==> src/rtl/vrf_pkg.sv <==
// rtl/vrf_pkg.sv - shared constants and types for the vector register file writeback path
package vrf_pkg;

   localparam int S_DEF     = 2;
   localparam int D_DEF     = 8;
   localparam int V_DEF     = 4;
   localparam int NUM_VREGS = 2 ** S_DEF;

   typedef logic [V_DEF-1:0][D_DEF-1:0] vec_t;
   typedef logic [S_DEF-1:0]            vaddr_t;

endpackage

==> src/rtl/rr_arbiter.sv <==
// rtl/rr_arbiter.sv - combinational round-robin grant starting after the last winner
module rr_arbiter #(
   parameter int N  = 2,
   parameter int IW = (N > 1) ? $clog2(N) : 1
) (
   input  logic [N-1:0]  req_i,
   input  logic          enable_i,
   input  logic [IW-1:0] ptr_i,
   output logic [N-1:0]  grant_o,
   output logic [IW-1:0] idx_o,
   output logic          any_o
);

   logic [IW-1:0] cand;
   logic          found;

   // Scan requesters from ptr+1 upward, wrapping; the first valid one wins.
   always_comb begin
      grant_o = '0;
      idx_o   = '0;
      found   = 1'b0;
      cand    = '0;
      for (int k = 1; k <= N; k++) begin
         cand = IW'((int'(ptr_i) + k) % N);
         if (!found && enable_i && req_i[cand]) begin
            found         = 1'b1;
            grant_o[cand] = 1'b1;
            idx_o         = cand;
         end
      end
      any_o = found;
   end

endmodule

==> src/rtl/vrf_wb_arbiter.sv <==
// rtl/vrf_wb_arbiter.sv - shares the register file write port between writeback units and tracks busy registers
module vrf_wb_arbiter
   import vrf_pkg::*;
#(
   parameter int S = S_DEF,
   parameter int D = D_DEF,
   parameter int V = V_DEF,
   parameter int N = 2
) (
   input  logic                        clk,
   input  logic                        rst,
   input  logic [N-1:0]                req_valid,
   output logic [N-1:0]                req_ready,
   input  logic [N-1:0][S-1:0]         req_addr,
   input  logic [N-1:0][V-1:0][D-1:0]  req_data,
   input  logic                        wb_stall,
   input  logic                        issue_valid,
   input  logic [S-1:0]                issue_addr,
   output logic                        issue_hazard,
   output logic [2**S-1:0]             busy,
   output logic                        we3,
   output logic [S-1:0]                wa3,
   output logic [V-1:0][D-1:0]         wd3
);

   localparam int NREG = 2 ** S;
   localparam int IW   = $clog2(N);

   logic [IW-1:0]        ptr_q;
   logic [N-1:0]         grant;
   logic [IW-1:0]        gidx;
   logic                 xfer;
   logic                 arb_en;
   logic [S-1:0]         win_addr;
   logic [V-1:0][D-1:0]  win_data;
   logic                 issue_set;
   logic [NREG-1:0]      busy_q, busy_d;
   logic                 we3_q;
   logic [S-1:0]         wa3_q;
   logic [V-1:0][D-1:0]  wd3_q;

   // Reset also blocks grants so no requester sees ready while the block is held.
   assign arb_en = !wb_stall && !rst;

   rr_arbiter #(.N(N), .IW(IW)) u_rr (
      .req_i    (req_valid),
      .enable_i (arb_en),
      .ptr_i    (ptr_q),
      .grant_o  (grant),
      .idx_o    (gidx),
      .any_o    (xfer)
   );

   assign req_ready = grant;
   assign win_addr  = req_addr[gidx];
   assign win_data  = req_data[gidx];

   assign issue_hazard = issue_valid & busy_q[issue_addr];
   assign issue_set    = issue_valid & !busy_q[issue_addr] & (issue_addr != '0);

   // Scoreboard next state: clear on writeback, then set, so a new reservation wins.
   always_comb begin
      busy_d = busy_q;
      if (xfer && (win_addr != '0)) begin
         busy_d[win_addr] = 1'b0;
      end
      if (issue_set) begin
         busy_d[issue_addr] = 1'b1;
      end
      busy_d[0] = 1'b0;
   end

   // Remember the last winner so the next scan starts just after it.
   always_ff @(posedge clk or posedge rst) begin
      if (rst) begin
         ptr_q <= '0;
      end else if (xfer) begin
         ptr_q <= gidx;
      end
   end

   // Registered write port; register 0 is accepted but never written.
   always_ff @(posedge clk or posedge rst) begin
      if (rst) begin
         we3_q <= 1'b0;
         wa3_q <= '0;
         wd3_q <= '0;
      end else if (xfer) begin
         we3_q <= (win_addr != '0);
         wa3_q <= win_addr;
         wd3_q <= win_data;
      end else begin
         we3_q <= 1'b0;
      end
   end

   // Busy scoreboard register.
   always_ff @(posedge clk or posedge rst) begin
      if (rst) begin
         busy_q <= '0;
      end else begin
         busy_q <= busy_d;
      end
   end

   assign busy = busy_q;
   assign we3  = we3_q;
   assign wa3  = wa3_q;
   assign wd3  = wd3_q;

endmodule

==> config.mk <==
export PLATFORM = sky130hd
export DESIGN_NAME = vrf_wb_arbiter
export DESIGN_NICKNAME = d
export VERILOG_FILES = /design/src/rtl/vrf_pkg.sv /design/src/rtl/rr_arbiter.sv /design/src/rtl/vrf_wb_arbiter.sv
export SDC_FILE = /design/constraint.sdc
export NUM_CORES = 1
export LEC_CHECK = 0
export CORE_UTILIZATION = 40
export CTS_CLUSTER_DIAMETER = 150
export CTS_CLUSTER_SIZE = 25
export DETAILED_ROUTE_END_ITERATION = 12
export PLACE_DENSITY = 0.86
export SYNTH_ARGS = -nofsm -noshare
export SYNTH_HDL_FRONTEND = slang
export SYNTH_HIERARCHICAL = 1
export SYNTH_SLANG_ARGS = --single-unit
==> constraint.sdc <==
create_clock -name clk -period 2.82 [get_ports clk]
set_input_delay 0.564 -clock clk [delete_from_list [all_inputs] [get_ports clk]]
set_output_delay 0.564 -clock clk [all_outputs]
set_load 0.05 [all_outputs]
==> impl_summary.log, run 1 <==
[metrics] outcome: complete, but fails checks
[metrics] violated checks: design-rule violations
[metrics] top cell types by occurrence after synthesis: dfrtp_1, a21oi_1, nor2_1
[metrics] cell area after technology mapping: 1920 µm²
[metrics] dominant delay contributor by cell family on the critical path: buffers and inverters
[metrics] tightest slew margin relative to the limit: 0.651
[metrics] slew at the pin with the worst max-slew slack: 522 ps
[metrics] Crit path arrival time: 1730 ps
[metrics] post-synth net total: 261
[metrics] post-route fraction of the period consumed by the critical path: 0.812
[metrics] unrepaired setup endpoints after global routing: no
[metrics] grt met2 use: 0.358
[metrics] Critical Path, Cell by Cell: clkdlybuf4s50_1 > mux2i_1 > o21ai_0 > and2_1 > buf_12
[metrics] WL final: 4720 µm
[metrics] TritonCTS Sinks: 39
[metrics] routed via count: 1774
[metrics] slowest CP cell: clkdlybuf4s50_1
[metrics] DRC violation count after routing: 7
[metrics] post-synthesis cell type with the largest combined area: dfrtp_1
[metrics] sequential fraction of the synthesis area: 0.509
[metrics] top-count cell post-synth: dfrtp_1
[metrics] Crit. End Element: primary output
[metrics] die width: 71.2 µm
[metrics] YS warnings: 6
[metrics] first-pass GRT wire length: 7840 µm
[metrics] ratio of cells with drive above 1 in the final layout: 0.0762
[metrics] clock transition time at the flip-flop clock pins of the worst setup and hold paths: 70 ps
[metrics] Final Non-Filler Cells: 354
[metrics] Worst Path Class, Setup: in2out
[metrics] Die H: 71.2 µm
[metrics] hold crit path type: reg2reg
[metrics] leakage power: 1.32 nW
[metrics] Crit Reg-Reg Startpoint: ptr_q
[metrics] predominant post-synthesis flop cell: dfrtp_1
[metrics] Max Freq: 0.437 GHz
[metrics] maximum number of pins on one net before global-route repair: 40
[metrics] top-level port count: 118
[metrics] synth-to-layout area growth: 69.8%
[metrics] Simple-Gate Fraction of Synth Area: 0.0901
[metrics] Synth Area in Compound Gates: 0.128
[metrics] area of the die: 5070 µm²
[metrics] total count of max-transition violations in the final report: 0
[metrics] cts hold-fix bufs: 0
[metrics] final-layout setup total negative slack: 0 ps
[metrics] top cells by area in the synthesized netlist: dfrtp_1, mux2i_1, a21oi_1
[metrics] area share of the largest cell type after synthesis: 0.509
[metrics] largest stage delay on the critical path: 560 ps
[metrics] power density of the placed cells: 637 nW/µm²
[metrics] Global Route met3 Usage: 0.0698
[metrics] drt first-iter violations: 84
[metrics] MaxCap Viol Count: 0
[metrics] buffer type at the clock tree root: clkbuf_8
[metrics] CP Buf/Inv Count: 2
[metrics] maximum count of clock buffers along a single path: 2
[metrics] Final Critical Period: 2290 ps
[metrics] number of antenna violations at the first check in global routing: 0
[metrics] #FFs+latches synth: 39
[metrics] Initial Util: 0.428
[metrics] Num CTS Buffers: 5
[metrics] TritonCTS clock tree: done
[metrics] latest clock arrival within the worst-skew pair: 280 ps
[metrics] count of final setup violators: 0
[metrics] async set-reset flop share out of synthesis: 1.00
[metrics] multiplexer fraction of the synthesized cell area: 0.199
[metrics] maximum level of the CTS H-tree: 2
[metrics] GR met1 Demand/Resource: 0.226
[metrics] count of flip-flops with a built-in enable after synthesis: 0
[metrics] hpwl dp: 3660 µm
[metrics] maximum ir drop on the vdd rail: 0.454 mV
[metrics] Startpoint Class: primary input
[metrics] count of different cell masters after synthesis: 21
[metrics] Final Hold Fails: 0
[metrics] # placed instances: 346
[metrics] crit path from: issue_addr[0]
[metrics] dominant combinational cell family by area after synthesis: multiplexers
[metrics] Hold Path Origin: wd3[27]
[metrics] Worst EP required: 2260 ps
[metrics] Resized Gates After CTS: 0
[metrics] GP Congestion: 0.742
[metrics] gr busiest metal: met2
[metrics] routed wire length per instance: 13.3 µm
[metrics] crit path max fanout: 5
[metrics] Total Routing Usage GR: 0.199
[metrics] core area: 4470 µm²
[metrics] cell row count: 24
[metrics] skew final: 5.88 ps
[metrics] count of inserted antenna diode cells: 0
[metrics] adder and majority gate portion of the synthesized area: 0
[metrics] post-detailed-route via-to-cell ratio: 5.01
[metrics] Buffers on Ports: 116
[metrics] average size of a mapped cell: 10.4 µm²
[metrics] total congestion overflow after global routing: 0
[metrics] post-layout net count: 377
[metrics] xor/xnor share of the synthesized area: 0
[metrics] count of mapped cells out of synthesis: 185
[metrics] number of setup buffers added after CTS: 0
[metrics] vias in the first global route: 1767
[metrics] 1st-pass router iterations: 9
[metrics] remaining antenna violation count after routing: 0
-- state kept, by name, summed over array words and instances (netlist names) --
signal / flops
we3: 1
wa3: 2
wd3: 32
ptr_q: 1
busy: 3
-- area by class of cell --
| class | instances | area, µm² |
|---|---|---|
| well taps | 52 | 65.1 |
| flip-flops and latches | 39 | 976 |
| multi-input cells | 127 | 816 |
| inverters | 6 | 22.5 |
| repair buffers | 122 | 1240 |
| clock inverters | 3 | 67.6 |
| fillers | 366 | 1220 |
| clock buffers | 5 | 68.8 |
-- worst paths after layout --
path                           endpoint  slack (ps)  depth (start not counted)
setup / recovery           issue_hazard         530                          5
hold / removal                  wd3[27]         520                          2
setup reg to reg                    we3        1240                          5
hold reg to reg                 wd3[27]         520                          2
max in group asynchronous       wd3[14]        1760                          3
min in group asynchronous        wa3[0]         720                          3
-- power breakdown --
| part | internal [mW] | leakage [nW] | switching, mW | total [mW] |
|---|---|---|---|---|
| Sequential | 0.650 | 0.433 | 0.0549 | 0.705 |
| Clock | 0.353 | 0.0644 | 0.198 | 0.551 |
| Combinational | 0.321 | 0.821 | 0.494 | 0.814 |
-- worst min-delay path: cells and delay by family (launching register included) --
family | cells | cell delay [ps]
AO/OA/AOI/OAI | 1 | 100
flip-flops | 1 | 350
AND/OR/NAND/NOR | 1 | 40
-- cells by family after synthesis --
group           count (synthesis)
simple gates                   43
flops                          39
buf+inv                        19
compound gates                 46
mux                            37
other cells                     1
-- cells in the final DEF, fill, tap and decap left out --
cell type	n
a32o_1	1
a21oi_4	1
and2_4	1
mux2_2	1
conb_1	1
nor2_1	35
clkbuf_8	5
buf_12	3
o21a_2	1
mux2i_1	34
clkdlybuf4s50_1	113
bufinv_16	2
mux2_4	2
a21oi_1	35
o21ai_0	2
buf_4	6
inv_1	6
clkinvlp_4	1
and2_1	1
nand2_1	5
nand3b_1	1
a31oi_1	6
dfrtp_1	39
-- per-layer routing --
layer  vias up  share of wire
met1       828           0.39
met2        71           0.52
met3         7          0.079
met5         -              0
li1        868              -
met4         0         0.0093
-- per-stage QoR --
step	cell area, µm²	hold slack, ps	worst slack [ps]	power (mW)	utilization
global placement	3120	500	482	1.52	0.696
CTS	3250	519	522	2.09	0.727
floorplan	1920	527	695	1.20	-
detailed placement	3120	508	423	1.54	0.696
global route	3250	550	407	2.16	0.727
finish	3250	523	531	2.07	0.727
(Power assumes the default switching activity.)
==> run 2: changes to the inputs <==
Settings changed: CORE_UTILIZATION 40 to 33, PLACE_DENSITY 0.86 to 0.76.
Clock period 2.82 ns to 2.1 ns, I/O delays scaled along.
==> run 2 against run 1 <==
  * The run now ends clean
  * Clock power is 3% lower
  * Sequential power is 34% higher
  * Hold slack worse by 11 ps
  * Flip-flop and latch count stayed put
  * Global-route usage is 4.0 points lower
  * Count of clock-buffer cells in the layout is 3 higher
  * Critical path depth is 1 higher
  * Largest cell class unchanged
==> impl_summary.log, run 2 (same netlist as run 1, synthesis figures left out) <==
[metrics] outcome: completed (was complete, but fails checks)
[metrics] maximum level of the CTS H-tree: 2 (unchanged)
[metrics] routed via count: 1721 (was 1774)
[metrics] Total Routing Usage GR: 0.158 (was 0.199)
[metrics] routed wire length per instance: 12.2 µm (was 13.3 µm)
[metrics] cell row count: 27 (was 24)
[metrics] setup ws final: 108 ps (was 531 ps)
[metrics] commonest cells after routing, fill and taps aside: clkdlybuf4s50_1, dfrtp_1, nor2_1, a21oi_1, mux2i_1 (unchanged)
[metrics] remaining antenna violation count after routing: 0 (unchanged)
[metrics] maximum ir drop on the vdd rail: 0.343 mV (was 0.454 mV)
[metrics] die width: 78.2 µm (was 71.2 µm)
[metrics] synth-to-layout area growth: 71.4% (was 69.8%)
[metrics] crit path max fanout: 2 (was 5)
[metrics] Startpoint Class: primary input (unchanged)
[metrics] count of inserted antenna diode cells: 0 (unchanged)
[metrics] Final Non-Filler Cells: 376 (was 354)
[metrics] leakage power: 1.33 nW (was 1.32 nW)
[metrics] Register-to-Register Setup Slack: 700 ps (was 1240 ps)
[metrics] WL final: 4580 µm (was 4720 µm)
[metrics] TritonCTS Sinks: 39 (unchanged)
[metrics] worst reg2reg path depth: 5 (unchanged)
[metrics] total count of max-transition violations in the final report: 0 (unchanged)
[metrics] CP Buf/Inv Count: 3 (was 2)
[metrics] number of antenna violations at the first check in global routing: 0 (unchanged)
[metrics] DP Worst Slack: 53.3 ps (was 423 ps)
[metrics] dominant delay contributor by cell family on the critical path: buffers and inverters (unchanged)
[metrics] total congestion overflow after global routing: 0 (unchanged)
[metrics] top-level port count: 118 (unchanged)
[metrics] commonest non-fill, non-tap cell in the layout: clkdlybuf4s50_1 (unchanged)
[metrics] post-route fraction of the period consumed by the critical path: 0.949
[metrics] Final Hold Fails: 0 (unchanged)
[metrics] count of cells along the worst hold path: 1 (was 2)
[metrics] total design power: 2.58 mW (was 2.07 mW)
[metrics] final-layout setup total negative slack: 0 ps (unchanged)
[metrics] maximum number of pins on one net before global-route repair: 40 (unchanged)
[metrics] Die H: 78.2 µm (was 71.2 µm)
[metrics] MaxCap Viol Count: 0 (unchanged)
[metrics] slowest CP cell: clkdlybuf4s50_1 (unchanged)
[metrics] maximum count of clock buffers along a single path: 2 (unchanged)
[metrics] drt first-iter violations: 70 (was 84)
[metrics] unrepaired setup endpoints after global routing: no (unchanged)
[metrics] post-layout net count: 379 (was 377)
[metrics] hpwl dp: 3560 µm (was 3660 µm)
[metrics] post-detailed-route via-to-cell ratio: 4.58 (was 5.01)
[metrics] Crit path arrival time: 1570 ps (was 1730 ps)
[metrics] first-pass GRT wire length: 7590 µm (was 7840 µm)
[metrics] Max Freq: 0.502 GHz
[metrics] Crit. End Element: primary output (unchanged)
[metrics] Design Area, Final: 3280 µm² (was 3250 µm²)
[metrics] ratio of cells with drive above 1 in the final layout: 0.0789 (was 0.0762)
[metrics] latest clock arrival within the worst-skew pair: 280 ps (about the same)
[metrics] number of setup buffers added after CTS: 0 (unchanged)
[metrics] buffer type at the clock tree root: clkbuf_8 (unchanged)
[metrics] area of the die: 6110 µm² (was 5070 µm²)
[metrics] placement-stage cell area: 3180 µm² (was 3120 µm²)
[metrics] number of flip-flops under the largest register name: 32 (unchanged)
[metrics] Buffers on Ports: 116 (unchanged)
[metrics] tightest slew margin relative to the limit: 0.653 (was 0.651)
[metrics] Final Critical Period: 1990 ps
[metrics] reg2reg end: wd3[15] (was we3)
[metrics] Crit Reg-Reg Startpoint: ptr_q (unchanged)
[metrics] cts hold-fix bufs: 0 (unchanged)
[metrics] Worst Hold Endpoint: busy[3] (was wd3[27])
[metrics] Critical Path, Cell by Cell: clkdlybuf4s50_1 > nor2_1 > buf_4 > nand2_1 > a21oi_1 > buf_12 (was clkdlybuf4s50_1 > mux2i_1 > o21ai_0 > and2_1 > buf_12)
[metrics] GP Congestion: 0.760 (was 0.742)
[metrics] TritonCTS clock tree: done (unchanged)
[metrics] vias in the first global route: 1709 (was 1767)
[metrics] core area: 5540 µm² (was 4470 µm²)
[metrics] Initial Util: 0.346 (was 0.428)
[metrics] Worst EP required: 1680 ps (was 2260 ps)
[metrics] clock transition time at the flip-flop clock pins of the worst setup and hold paths: 70 ps (about the same)
[metrics] slew at the pin with the worst max-slew slack: 519 ps (was 522 ps)
[metrics] DRC violation count after routing: 0 (was 7)
[metrics] Worst Path Class, Setup: in2out (unchanged)
[metrics] 1st-pass router iterations: 3 (was 9)
[metrics] largest stage delay on the critical path: 410 ps (was 560 ps)
[metrics] skew final: 4.38 ps (was 5.88 ps)
[metrics] # placed instances: 368 (was 346)
[metrics] Hold Path Origin: busy[3] (was wd3[27])
[metrics] power density of the placed cells: 786 nW/µm² (was 637 nW/µm²)
[metrics] count of final setup violators: 0 (unchanged)
[metrics] hold crit path type: reg2reg (unchanged)
[metrics] Num CTS Buffers: 5 (unchanged)
## run 2: cell count changes in the layout (fill, tap and decap cells not counted), sizes merged
| cell | before | now |
|---|---|---|
| clkinvlp | 1 | 0 |
| dlymetal6s2s | 0 | 1 |
| clkdlybuf4s50 | 113 | 112 |
| clkbuf | 5 | 8 |
| bufinv | 2 | 0 |
| buf | 9 | 11 |
## run 2: cell type report
cell class	count	area, µm²
Inverter	6	22.5
Sequential cell	39	976
Fill cell	497	2260
Clock buffer	8	100
Tap cell	72	90.1
Timing Repair Buffer	124	1280
Multi-Input combinational cell	127	816
## run 2: routing by layer
layer  vias up  track usage  routed length (µm)
met5         -            0                   0
met4         0       0.0685                  80
met3         7       0.0477                 360
met2        73        0.273                2240
met1       772        0.181                1900
li1        869            -                   -
## run 2: worst register-to-register path, stage by stage, from the launching register on
cell,delay (ps)
dfrtp_1,430
a21oi_4,200
buf_4,180
buf_12,170
mux2i_1,220
a21oi_1,90
## run 2: worst max-delay path by stage
stage / start / to / slack [ps] / cells after the start
detailed placement: rst / wd3[16] / 50 / 8
global placement: rst / wd3[16] / 70 / 8
global route: rst / req_ready[0] / 6 / 6
finish: rst / req_ready[0] / 110 / 6
floorplan: rst / req_ready[1] / 260 / 3
CTS: issue_addr[0] / issue_hazard / 90 / 5
## run 2: what timing repair did
action | in CTS | in global routing
resized for setup | 0 | 1
setup endpoints to repair | 0 | 1
endpoints found under the hold margin | 0 | 0
## run 2: metrics by stage
step,utilization,hold WS (ps)
global route,0.593,546
global placement,0.574,498
detailed placement,0.574,502
CTS,0.592,512
floorplan,-,527
finish,0.593,512
## run 2: where the power goes
part	total, mW	leakage [nW]	internal (mW)	switching, mW
clock	0.535	0.0515	0.299	0.235
combinational	1.10	0.847	0.437	0.660
sequential	0.947	0.433	0.874	0.0730
total	2.58	1.33	1.61	0.969
==> run 3: changes to the inputs <==
Settings changed: CAP_MARGIN from default to 20.
==> results of run 3 <==
Same layout as run 2: the final DEF is identical, and so are final timing and power.
